`config.mk`:
```
export PLATFORM = sky130hd
export DESIGN_NAME = gray_codec_counter
export DESIGN_NICKNAME = d
export VERILOG_FILES = /design/src/rtl/gray_pkg.sv /design/src/rtl/gray_out_pipe.sv /design/src/rtl/gray_codec_counter.sv
export SDC_FILE = /design/constraint.sdc
export NUM_CORES = 1
export LEC_CHECK = 0
export CAP_MARGIN = 20
export CELL_PAD_IN_SITES_DETAIL_PLACEMENT = 2
export CELL_PAD_IN_SITES_GLOBAL_PLACEMENT = 2
export CORE_MARGIN = 10
export CORE_UTILIZATION = 30
export CTS_CLUSTER_DIAMETER = 100
export DETAILED_ROUTE_END_ITERATION = 10
export MAX_ROUTING_LAYER = met4
export PLACE_DENSITY_LB_ADDON = 0.1
export RECOVER_POWER = 50
export SYNTH_ARGS = -nofsm -noshare
export SYNTH_HDL_FRONTEND = slang
export SYNTH_HIERARCHICAL = 1
export SYNTH_SLANG_ARGS = --single-unit
export TNS_END_PERCENT = 1
```
`constraint.sdc`:
```
create_clock -name i_clk_p -period 2.5 [get_ports i_clk_p]
set_clock_uncertainty 0.05 [all_clocks]
set_input_delay 0.5 -clock i_clk_p [delete_from_list [all_inputs] [get_ports i_clk_p]]
set_output_delay 0.5 -clock i_clk_p [all_outputs]
set_load 0.02 [all_outputs]
```
`src/rtl/gray_pkg.sv`:
```
// Shared definitions for the Gray codec/counter: operating-mode encoding
// and width-agnostic binary<->Gray helpers (callers truncate to WIDTH).
package gray_pkg;

  typedef enum logic [1:0] {
    MODE_B2G = 2'b00,
    MODE_G2B = 2'b01,
    MODE_UP  = 2'b10,
    MODE_DN  = 2'b11
  } mode_e;

  localparam int unsigned MAX_WIDTH = 32;

  // Zero-extended operands keep the MSB correct for any WIDTH <= 32.
  function automatic logic [MAX_WIDTH-1:0] bin2gray(input logic [MAX_WIDTH-1:0] b);
    return b ^ (b >> 1);
  endfunction

  // Prefix XOR from the MSB down; zero upper bits do not disturb the result.
  function automatic logic [MAX_WIDTH-1:0] gray2bin(input logic [MAX_WIDTH-1:0] g);
    logic [MAX_WIDTH-1:0] b;
    b = g;
    for (int k = MAX_WIDTH-2; k >= 0; k--) begin
      b[k] = b[k+1] ^ g[k];
    end
    return b;
  endfunction

endpackage

```
`src/rtl/gray_out_pipe.sv`:
```
// STAGES-deep output delay line for {vld, gray, bin, wrap}. Bubbles
// (vld=0) advance like any entry but leave the payload of the receiving
// stage untouched.
module gray_out_pipe
  import gray_pkg::*;
#(
  parameter int WIDTH  = 8,
  parameter int STAGES = 1
) (
  input  logic             i_clk_p,
  input  logic             i_rst_n,
  input  logic             i_vld,
  input  logic [WIDTH-1:0] i_gray,
  input  logic [WIDTH-1:0] i_bin,
  input  logic             i_wrap,
  output logic             o_vld,
  output logic [WIDTH-1:0] o_gray,
  output logic [WIDTH-1:0] o_bin,
  output logic             o_wrap
);

  logic [STAGES-1:0]            vld_r;
  logic [STAGES-1:0][WIDTH-1:0] gray_r;
  logic [STAGES-1:0][WIDTH-1:0] bin_r;
  logic [STAGES-1:0]            wrap_r;

  // Shift the delay line every cycle; payload only loads behind a valid entry.
  always_ff @(posedge i_clk_p or posedge i_rst_n) begin
    if (i_rst_n) begin
      vld_r  <= '0;
      gray_r <= '0;
      bin_r  <= '0;
      wrap_r <= '0;
    end else begin
      vld_r[0] <= i_vld;
      if (i_vld) begin
        gray_r[0] <= i_gray;
        bin_r[0]  <= i_bin;
        wrap_r[0] <= i_wrap;
      end else begin
        gray_r[0] <= gray_r[0];
        bin_r[0]  <= bin_r[0];
        wrap_r[0] <= wrap_r[0];
      end
      for (int s = 1; s < STAGES; s++) begin
        vld_r[s] <= vld_r[s-1];
        if (vld_r[s-1]) begin
          gray_r[s] <= gray_r[s-1];
          bin_r[s]  <= bin_r[s-1];
          wrap_r[s] <= wrap_r[s-1];
        end else begin
          gray_r[s] <= gray_r[s];
          bin_r[s]  <= bin_r[s];
          wrap_r[s] <= wrap_r[s];
        end
      end
    end
  end

  assign o_vld  = vld_r[STAGES-1];
  assign o_gray = gray_r[STAGES-1];
  assign o_bin  = bin_r[STAGES-1];
  assign o_wrap = wrap_r[STAGES-1];

endmodule

```
`src/rtl/gray_codec_counter.sv`:
```
// WIDTH-bit Gray engine: binary->Gray, Gray->binary, and a loadable
// up/down Gray counter with wrap flag, followed by a STAGES-deep
// registered output pipeline.
module gray_codec_counter
  import gray_pkg::*;
#(
  parameter int WIDTH  = 8,
  parameter int STAGES = 1
) (
  input  logic             i_clk_p,
  input  logic             i_rst_n,
  input  logic             i_en,
  input  logic [1:0]       i_mode,
  input  logic             i_load,
  input  logic [WIDTH-1:0] i_data,
  output logic             o_vld,
  output logic [WIDTH-1:0] o_gray,
  output logic [WIDTH-1:0] o_bin,
  output logic             o_wrap
);

  localparam logic [WIDTH-1:0] ONE_C = WIDTH'(1);

  mode_e            mode_s;
  logic [WIDTH-1:0] cnt_r;
  logic [WIDTH-1:0] cnt_nxt_s;
  logic [WIDTH-1:0] data_gray_s;
  logic [WIDTH-1:0] data_bin_s;
  logic             res_vld_s;
  logic [WIDTH-1:0] res_gray_s;
  logic [WIDTH-1:0] res_bin_s;
  logic             res_wrap_s;

  assign mode_s      = mode_e'(i_mode);
  assign data_gray_s = WIDTH'(bin2gray(MAX_WIDTH'(i_data)));
  assign data_bin_s  = WIDTH'(gray2bin(MAX_WIDTH'(i_data)));

  // Mode decode: next count value and the stage-0 result of this operation.
  always_comb begin
    cnt_nxt_s  = cnt_r;
    res_vld_s  = i_en;
    res_bin_s  = i_data;
    res_gray_s = data_gray_s;
    res_wrap_s = 1'b0;
    if (i_en) begin
      case (mode_s)
        MODE_B2G: begin
          res_bin_s  = i_data;
          res_gray_s = data_gray_s;
        end
        MODE_G2B: begin
          res_bin_s  = data_bin_s;
          res_gray_s = i_data;
        end
        MODE_UP, MODE_DN: begin
          if (i_load) begin
            cnt_nxt_s = i_data;
          end else if (mode_s == MODE_UP) begin
            cnt_nxt_s  = cnt_r + ONE_C;
            res_wrap_s = &cnt_r;
          end else begin
            cnt_nxt_s  = cnt_r - ONE_C;
            res_wrap_s = ~|cnt_r;
          end
          res_bin_s  = cnt_nxt_s;
          res_gray_s = WIDTH'(bin2gray(MAX_WIDTH'(cnt_nxt_s)));
        end
        default: begin
          cnt_nxt_s = cnt_r;
        end
      endcase
    end else begin
      cnt_nxt_s = cnt_r;
    end
  end

  // Count register; convert modes and idle cycles leave it untouched.
  always_ff @(posedge i_clk_p or posedge i_rst_n) begin
    if (i_rst_n) begin
      cnt_r <= '0;
    end else begin
      cnt_r <= cnt_nxt_s;
    end
  end

  gray_out_pipe #(
    .WIDTH  (WIDTH),
    .STAGES (STAGES)
  ) u_out_pipe (
    .i_clk_p (i_clk_p),
    .i_rst_n (i_rst_n),
    .i_vld   (res_vld_s),
    .i_gray  (res_gray_s),
    .i_bin   (res_bin_s),
    .i_wrap  (res_wrap_s),
    .o_vld   (o_vld),
    .o_gray  (o_gray),
    .o_bin   (o_bin),
    .o_wrap  (o_wrap)
  );

endmodule

```
Word-level counts from Yosys, hierarchy flattened --
Index checks and enable logic that the tools add are counted.
Cells by class: add/subtract/negate cells 2, equality and inequality tests 3, mux-type cells 9, bitwise logic cells 9, reductions and logical operators 6
Operators with widths (number):
- one-hot mux 8 bit (3 select lines) | 2
- 2-to-1 mux 8 bit | 4
- XOR 8 x 7 -> 8 bit | 2
- adder 8 x 1 -> 8 bit (second input constant) | 1
- AND reduction 8 bit | 1
- OR reduction 8 bit | 1
- subtractor 8 x 1 -> 8 bit (second input constant) | 1
- XOR 1 bit | 7
- equality test 2 bit (second input constant) | 2
- 2-to-1 mux 1 bit | 3
- equality test 2 x 1 -> 1 bit (second input constant) | 1
- logical NOT 2 bit | 1
- AND reduction 2 bit | 1
- OR reduction 2 bit | 1
- logical NOT 1 bit | 1
Word-level totals: register bits 26, input port bits 14, output and inout bits 18, logic and storage cells 34

Longest topological paths before layout --
Gate-level depths: netlist of the first run.
word-level depth 8, mapped depth 8, depth with buffers taken out 8

Modules after synthesis --
Netlist of the first run, hierarchy kept.
Modules (own cells, without submodules):
- gray_codec_counter | instances 1, cells each 181, area each 1313.8 µm², seq. area each 200.2 µm²
- gray_out_pipe | instances 1, cells each 38, area each 714.4 µm², seq. area each 450.4 µm²

Worst setup path after synthesis of the first run --
Ideal clock, no wire load.
path type input to register, start input port i_mode[0], end register u_out_pipe.gray_r (netlist bit u_out_pipe/o_gray[6]), library setup time 0.125 ns, arrival 2.752 ns, required time 2.325 ns, slack -0.427 ns, stages 8, cell sequence nand2b_1 ha_1 o211ai_1 nor3_2 or4_4 and4_1 a311o_1 mux2_4
Between the ends: cells in the longest elaborated chain, start to end 7, elaborated cells between the ends (all ways) 11, those cells by class eq/ne: 3; mux: 5; bitwise: 1; reduce/logical: 2
Ends and longest elaborated chain:
- start: declaration | line gray_codec_counter.sv:13 | input logic [1:0] i_mode,
- equality test 2 bit | line gray_codec_counter.sv:46, gray_codec_counter.sv:58
- 2-to-1 mux 8 bit | line gray_codec_counter.sv:58 | end else if (mode_s == MODE_UP) begin
- 2-to-1 mux 8 bit | line gray_codec_counter.sv:56 | if (i_load) begin
- 2-to-1 mux 8 bit | line gray_codec_counter.sv:46 | case (mode_s)
- 2-to-1 mux 8 bit | line gray_codec_counter.sv:45 | if (i_en) begin
- XOR 8 x 7 -> 8 bit | line gray_pkg.sv:16 | return b ^ (b >> 1);
- one-hot mux 8 bit (3 select lines) (*) | line gray_codec_counter.sv:46
- net res_gray_s[6] | line gray_codec_counter.sv:30 | logic [WIDTH-1:0] res_gray_s;
- end signal: indexed assignment | line gray_out_pipe.sv:48 | gray_r[s] <= gray_r[s-1];
- end signal: indexed assignment | line gray_out_pipe.sv:52 | gray_r[s] <= gray_r[s];
- end: declaration | line gray_out_pipe.sv:23 | logic [STAGES-1:0][WIDTH-1:0] gray_r;
Mark *: on every way through the listed nets, which the timed path passes. The rest lies on a longest branch. The select of a mux whose other input is x is not followed. A chain may end at the register's enable or synchronous reset.

Worst setup path after layout of the first run --
Ends and elaborated chain as after synthesis.

==> results.yml, run 1 <==
synthesis:
  yosysWarnings: 6
  most_common_flop_cell_mapped_by_yosys: "sky130_fd_sc_hd__dfrtp_1"
  top_cells_by_area_synth: "sky130_fd_sc_hd__dfrtp_1 (32%), sky130_fd_sc_hd__mux2_4 (7.4%), sky130_fd_sc_hd__o21ai_0 (6.4%)"
  mappedNetlistNets: 240
  postSynthRegisterBits: 26
  synthArstFlopShare_pct: 100
  syn_inst: 219
  post_synthesis_sequential_area_ratio_pct: 32.1
  syn_avg_cell_area_sq_um: 9.26
  synth.top_cell.area_share_pct: 32.1
  synth_enable_flop_cells: 0
  synth.largest_area_cell: "sky130_fd_sc_hd__dfrtp_1"
  ys_types: 54
  netlist_area_sq_mm: 0.00203
min_path:
  worst_hold_path_type: "reg2reg"
global_routing:
  first_global_vias: 2235
  global_route.overflow_total: 0
  grt_usage_pct: 15.8
  grt_start_max_net_pins: 19
  grt_antenna_before_repair: 0
  wire_length_of_the_first_global_routing_pass_um: 12400
placement:
  gp_congestion: 0.772
  half_perimeter_wire_length_after_placement_um: 6150
  post-place-cells: 372
  setup_ws_pre_cts_ns: -0.781
  port_buffers: 31
timing:
  timing.hold.ws_ns: 0.457
  fin_setup_tns_ns: -0.108
  worst_pin_slew_ns: 0.751
  final.setup.worst_slack_ns: -0.0949
  fmaxAchievable_ghz: 0.385
  timing.final.setup_violations: 4
  layout_worst_path_cycle_share_pct: 104
  final_max_slew_viol_count: 0
  finalCriticalPeriod_ns: 2.59
  maxSlewHeadroom_pct: 49.9
  rsz0062_at_grt: "true"
  timing.final.hold_violations: 0
setup_path:
  crit_arrival_ns: 2.71
  worst_setup_path_end_kind: "flop"
  worst-setup-path-type: "in2reg"
  path_max_fanout: 8
  worstSetupStartpointType: "input pin"
  wp_data_required_ns: 2.62
floorplan:
  standard_cell_rows: 29
  initial_util_pct: 31.4
  ioPinCount: 32
  core_region_area_sq_mm: 0.00646
  die_w_um: 102
  die_y_um: 102
  dieArea_sq_mm: 0.0105
clocking:
  clock_sink_count: 26
  cts_tree: "done"
  cts_hold_repair.buffers: 0
  clock_slew_at_the_register_clock_pins_of_the_worst_setup_and_hold_paths_ns: 0.09
  clock_path_buffers: 2
  cts_made_buffers: 3
  cts_htree_levels: 1
  cts-root-buf: "sky130_fd_sc_hd__clkbuf_8"
  worstSkewPairLatency_ns: 0.29
routing:
  post_drt_via_cell_ratio: 5.20
  route.vias.total: 1969
  firstDrtPassIters: 4
  antenna_violating_nets_post_route: 0
  route.detailed.drc: 0
  drt-initial-drc-count: 58
  route.detailed.wl_per_inst_um: 20.4
  wl_um: 7750
layout:
  final-instance-count-excl-fill: 379
  antenna-diode-count: 0
  fillCellCount: 705
  fin_util_pct: 46.1
  nNetsFinal: 324
  final-seq-area_sq_um: 652
  drive_above_1_share_pct: 34.4
  areaGrowthSynthToFinish_pct: 46.8
  multiInputGateArea_sq_mm: 0.00139
power_and_ir_drop:
  share_comb_of_total_power_pct: 57.4
  switchingPower_uw: 852
  seq_power_share_pct: 26.3
  power_leakage_uw: 0.00131
  swShare_pct: 37.8
  ir_worst_vdd_uv: 248
  pwr-share-clk_pct: 16.3
  p_int_uw: 1400
  power-per-cell-area_mw_per_mm2: 757
job:
  cap_violations: 0
status:
  violations: "negative setup slack"
  outcome: "finished with violations"
state kept, by name (all words and copies together), names as in the netlist:
signal / flops
u_out_pipe/o_vld: 1
cnt_r: 8
u_out_pipe/o_gray: 8
u_out_pipe/o_wrap: 1
u_out_pipe/o_bin: 8
per-stage QoR:
stage               power [uW]  cell area [sq um]
floorplan                 1250               2090
global placement          1780               2850
detailed placement        1830               2850
CTS                       2240               2950
global route              2410               2980
finish                    2250               2980
Yosys cell counts, types with 2 or more instances:
cell type	count
sky130_fd_sc_hd__ha_1	6
sky130_fd_sc_hd__dfrtp_1	26
sky130_fd_sc_hd__o22ai_1	2
sky130_fd_sc_hd__a21oi_1	11
sky130_fd_sc_hd__a22o_1	2
sky130_fd_sc_hd__o2111a_1	2
sky130_fd_sc_hd__nand2_1	27
sky130_fd_sc_hd__nor4_1	2
sky130_fd_sc_hd__o21ai_0	26
sky130_fd_sc_hd__o211ai_1	4
sky130_fd_sc_hd__clkbuf_1	7
sky130_fd_sc_hd__or2_2	2
sky130_fd_sc_hd__xor2_1	7
sky130_fd_sc_hd__xnor2_1	12
sky130_fd_sc_hd__nor2_1	12
sky130_fd_sc_hd__nor3_1	2
sky130_fd_sc_hd__a211oi_1	2
sky130_fd_sc_hd__nand3_1	4
sky130_fd_sc_hd__mux2_2	8
sky130_fd_sc_hd__inv_1	9
sky130_fd_sc_hd__nand4_1	2
sky130_fd_sc_hd__mux2_4	10
sky130_fd_sc_hd__nand2b_1	3
power by group through the flow:
stage,logic (uW),registers [uW],clock network (uW)
5_1_grt,1410,608,393
4_1_cts,1270,595,374
3_5_place_dp,1230,603,0
2_1_floorplan,595,657,0
3_3_place_gp,1190,597,0
6_report,1290,593,368
path summary, 6_finish.rpt:
path,cells after the start,slack (ns),startpoint,endpoint
setup / recovery,9,-0.09,i_mode[0],u_out_pipe/o_gray[6]
hold / removal,1,0.46,u_out_pipe/o_bin[7],u_out_pipe/o_bin[7]
setup reg to reg,7,-0.03,cnt_r[1],u_out_pipe/o_gray[6]
hold reg to reg,1,0.46,u_out_pipe/o_bin[7],u_out_pipe/o_bin[7]
max in group asynchronous,2,1.16,i_rst_n,u_out_pipe/o_gray[6]
min in group asynchronous,2,0.58,i_rst_n,cnt_r[0]
cell families after synthesis:
logic type,share of synthesized area (%)
adder cells (fa/ha/maj),4.69
multiplexers,12.3
buffers and inverters,4.50
AND/OR/NAND/NOR,15.9
XOR/XNOR,10.2
AO/OA/AOI/OAI,20.2
flip-flops,32.1
cells in the final DEF, fill, tap and decap left out, drive strengths merged, types with 2 or more instances in the layout:
master and instances:
o21ai 27, xnor2 13, o22ai 2, nor4 2, or2 2, clkdlybuf4s50 23, dlygate4sd3 5, a211oi 3
o211ai 5, buf 59, inv 9, nand4 2, clkbuf 3, nor2 12, ha 6, or4 2
xor2 7, a21oi 11, and2 2, nand2 27, mux2 18, o2111a 2, nand2b 3, dfrtp 26
a22o 2, nor3 3, nand3 4
per-layer routing:
layer / share of wire [%] / GRT usage, %
met2: 49 / 26.5
met5: 0 / -
met1: 48 / 19.7
met3: 2.2 / 2.16
met4: 0.74 / 3.25
worst max-delay path, cell delays in order:
cell                       delay [ns]
sky130_fd_sc_hd__buf_6           0.09
sky130_fd_sc_hd__nand2b_4        0.22
sky130_fd_sc_hd__ha_4            0.28
sky130_fd_sc_hd__o211ai_1        0.31
sky130_fd_sc_hd__nor3_2          0.09
sky130_fd_sc_hd__or4_4           0.54
sky130_fd_sc_hd__and4_1          0.16
sky130_fd_sc_hd__a311o_1         0.27
sky130_fd_sc_hd__mux2_4          0.26
cell type report:
type	count	share of cell area (%)
timing repair buffer	88	24.6
clock buffer	3	1.39
multi-input combinational	175	46.7
sequential	26	21.9
inverter	9	1.13
tap	77	3.24
clock inverter	1	1.01
repair_timing:
action                                 4_1_cts  5_1_grt
setup endpoints to repair                   16        9
endpoints found under the hold margin        0        0
pin swaps                                    7        8
setup buffers                                1        2
resized for setup                           15        6
Note: power is estimated with default switching activity, not from simulation.
==> inputs of run 2 (changes only) <==
--- a/config.mk
+++ b/config.mk
@@ -15,6 +15,7 @@
 export MAX_ROUTING_LAYER = met4
 export PLACE_DENSITY_LB_ADDON = 0.1
 export RECOVER_POWER = 50
+export SLEW_MARGIN = 30
 export SYNTH_ARGS = -nofsm -noshare
 export SYNTH_HDL_FRONTEND = slang
 export SYNTH_HIERARCHICAL = 1
==> constraint.sdc (replaced) <==
create_clock -name i_clk_p -period 2.5 [get_ports i_clk_p]
set_clock_uncertainty 0.05 [all_clocks]
set_input_delay 0.375 -clock i_clk_p [delete_from_list [all_inputs] [get_ports i_clk_p]]
set_output_delay 0.375 -clock i_clk_p [all_outputs]
set_load 0.02 [all_outputs]
==> results.yml, run 2 (same netlist as run 1, synthesis figures left out) <==
setup_path:
  wp_data_required_ns: 2.62
  crit_arrival_ns: 2.60
  worst-setup-path-type: "reg2reg"
  worstSetupStartpointType: "flop"
  worst_setup_path_end_kind: "flop"
  path_max_fanout: 4
placement:
  gp_congestion: 0.788
  placedInstanceArea_sq_mm: 0.00283
  half_perimeter_wire_length_after_placement_um: 6060
  post-place-cells: 369
  port_buffers: 31
  setup_ws_pre_cts_ns: -0.683
clocking:
  cts_htree_levels: 1
  clock_slew_at_the_register_clock_pins_of_the_worst_setup_and_hold_paths_ns: 0.10
  clock_sink_count: 26
  clock_path_buffers: 2
  cts_tree: "done"
  worstSkewPairLatency_ns: 0.29
  cts-root-buf: "sky130_fd_sc_hd__clkbuf_8"
  cts_made_buffers: 3
timing:
  rsz0062_at_grt: "true"
  timing.final.hold_violations: 0
  final_max_slew_viol_count: 0
  layout_worst_path_cycle_share_pct: 99.1
  finalCriticalPeriod_ns: 2.48
  timing.final.setup_violations: 0
  fmaxAchievable_ghz: 0.404
  fin_setup_tns_ns: 0
  worst_pin_slew_ns: 0.738
  maxSlewHeadroom_pct: 50.7
  final.setup.worst_slack_ns: 0.0223
global_routing:
  first_global_vias: 2175
  global_route.overflow_total: 0
  grt_antenna_before_repair: 0
  grt_usage_pct: 15.9
  wire_length_of_the_first_global_routing_pass_um: 12400
  grt_start_max_net_pins: 19
routing:
  route.detailed.drc: 0
  route.vias.total: 1982
  wire_length_on_met3_um: 179
  firstDrtPassIters: 4
  route.top_layer_used: "met4"
  antenna_violating_nets_post_route: 0
  wl_um: 7580
  post_drt_via_cell_ratio: 5.26
  route.detailed.wl_per_inst_um: 20.1
  drt-initial-drc-count: 45
  wl_met2_um: 3650
  wl_met1_um: 3680
floorplan:
  die_w_um: 102
  initial_util_pct: 31.4
  die_y_um: 102
  ioPinCount: 32
  standard_cell_rows: 29
  dieArea_sq_mm: 0.0105
  core_region_area_sq_mm: 0.00646
layout:
  nNetsFinal: 322
  fillCellCount: 732
  fin_util_pct: 46.0
  layout_common_cells: "sky130_fd_sc_hd__buf_4 (54), sky130_fd_sc_hd__nand2_1 (26), sky130_fd_sc_hd__dfrtp_1 (24), sky130_fd_sc_hd__o21ai_0 (23), sky130_fd_sc_hd__clkdlybuf4s50_1 (22)"
  design_area_final_sq_mm: 0.00297
  antenna-diode-count: 0
  leading_cell_type_in_the_layout_fill_and_taps_excluded: "sky130_fd_sc_hd__buf_4"
  final-instance-count-excl-fill: 377
  areaGrowthSynthToFinish_pct: 46.3
  drive_above_1_share_pct: 35.0
power_and_ir_drop:
  ir_worst_vdd_uv: 275
  power_leakage_uw: 0.00130
  power-per-cell-area_mw_per_mm2: 734
min_path:
  worst_hold_path_type: "in2async"
status:
  outcome: "completed"
job:
  cap_violations: 0
==> run 2: worst paths after layout <==
path                       slack (ns)  depth (start not counted)                   end                 from
max                              0.02                          7  u_out_pipe/o_gray[6]             cnt_r[1]
min reg2reg                      0.47                          1   u_out_pipe/o_bin[0]  u_out_pipe/o_bin[0]
max reg2reg                      0.02                          7  u_out_pipe/o_gray[6]             cnt_r[1]
min in group i_clk_p             0.47                          1   u_out_pipe/o_bin[0]  u_out_pipe/o_bin[0]
max in group asynchronous        1.31                          2  u_out_pipe/o_gray[4]              i_rst_n
min                              0.44                          2              cnt_r[3]              i_rst_n
==> run 2: layout make-up <==
| class | instances | area, sq um | share of cell area [%] |
|---|---|---|---|
| Sequential cell | 26 | 653 | 22.0 |
| Inverter | 9 | 33.8 | 1.14 |
| Tap cell | 77 | 96.3 | 3.25 |
| Timing Repair Buffer | 86 | 726 | 24.5 |
| Clock buffer | 4 | 55.1 | 1.85 |
| Multi-Input combinational cell | 175 | 1400 | 47.3 |
==> run 2: what timing repair did <==
item,4_1_cts,5_1_grt
pin swaps,6,6
hold buffers,0,0
resized for setup,18,4
setup endpoints to repair,15,7
setup buffers,4,0
==> run 2: routing by layer <==
metal	up-vias	track usage, %
li1	957	-
met1	997	20.5
met2	24	25.7
met3	4	2.50
met4	0	3.25
met5	-	-
==> run 2: report_power, final <==
part | internal (uW) | switching [uW]
registers | 510 | 80.5
clock network | 142 | 149
logic | 682 | 613
total | 1330 | 843
==> run 2: stage by stage <==
step	power (uW)	hold slack, ns
global placement	1780	0.442
detailed placement	1820	0.450
global route	2350	0.489
floorplan	1250	0.141
finish	2180	0.444
CTS	2200	0.321
==> run 2: critical path, stage by stage (launching register included) <==
cell	delay, ns
sky130_fd_sc_hd__dfrtp_2	0.47
sky130_fd_sc_hd__ha_4	0.24
sky130_fd_sc_hd__a211oi_4	0.30
sky130_fd_sc_hd__nor3_2	0.09
sky130_fd_sc_hd__or4_4	0.52
sky130_fd_sc_hd__and4_1	0.16
sky130_fd_sc_hd__a311o_1	0.27
sky130_fd_sc_hd__mux2_4	0.26
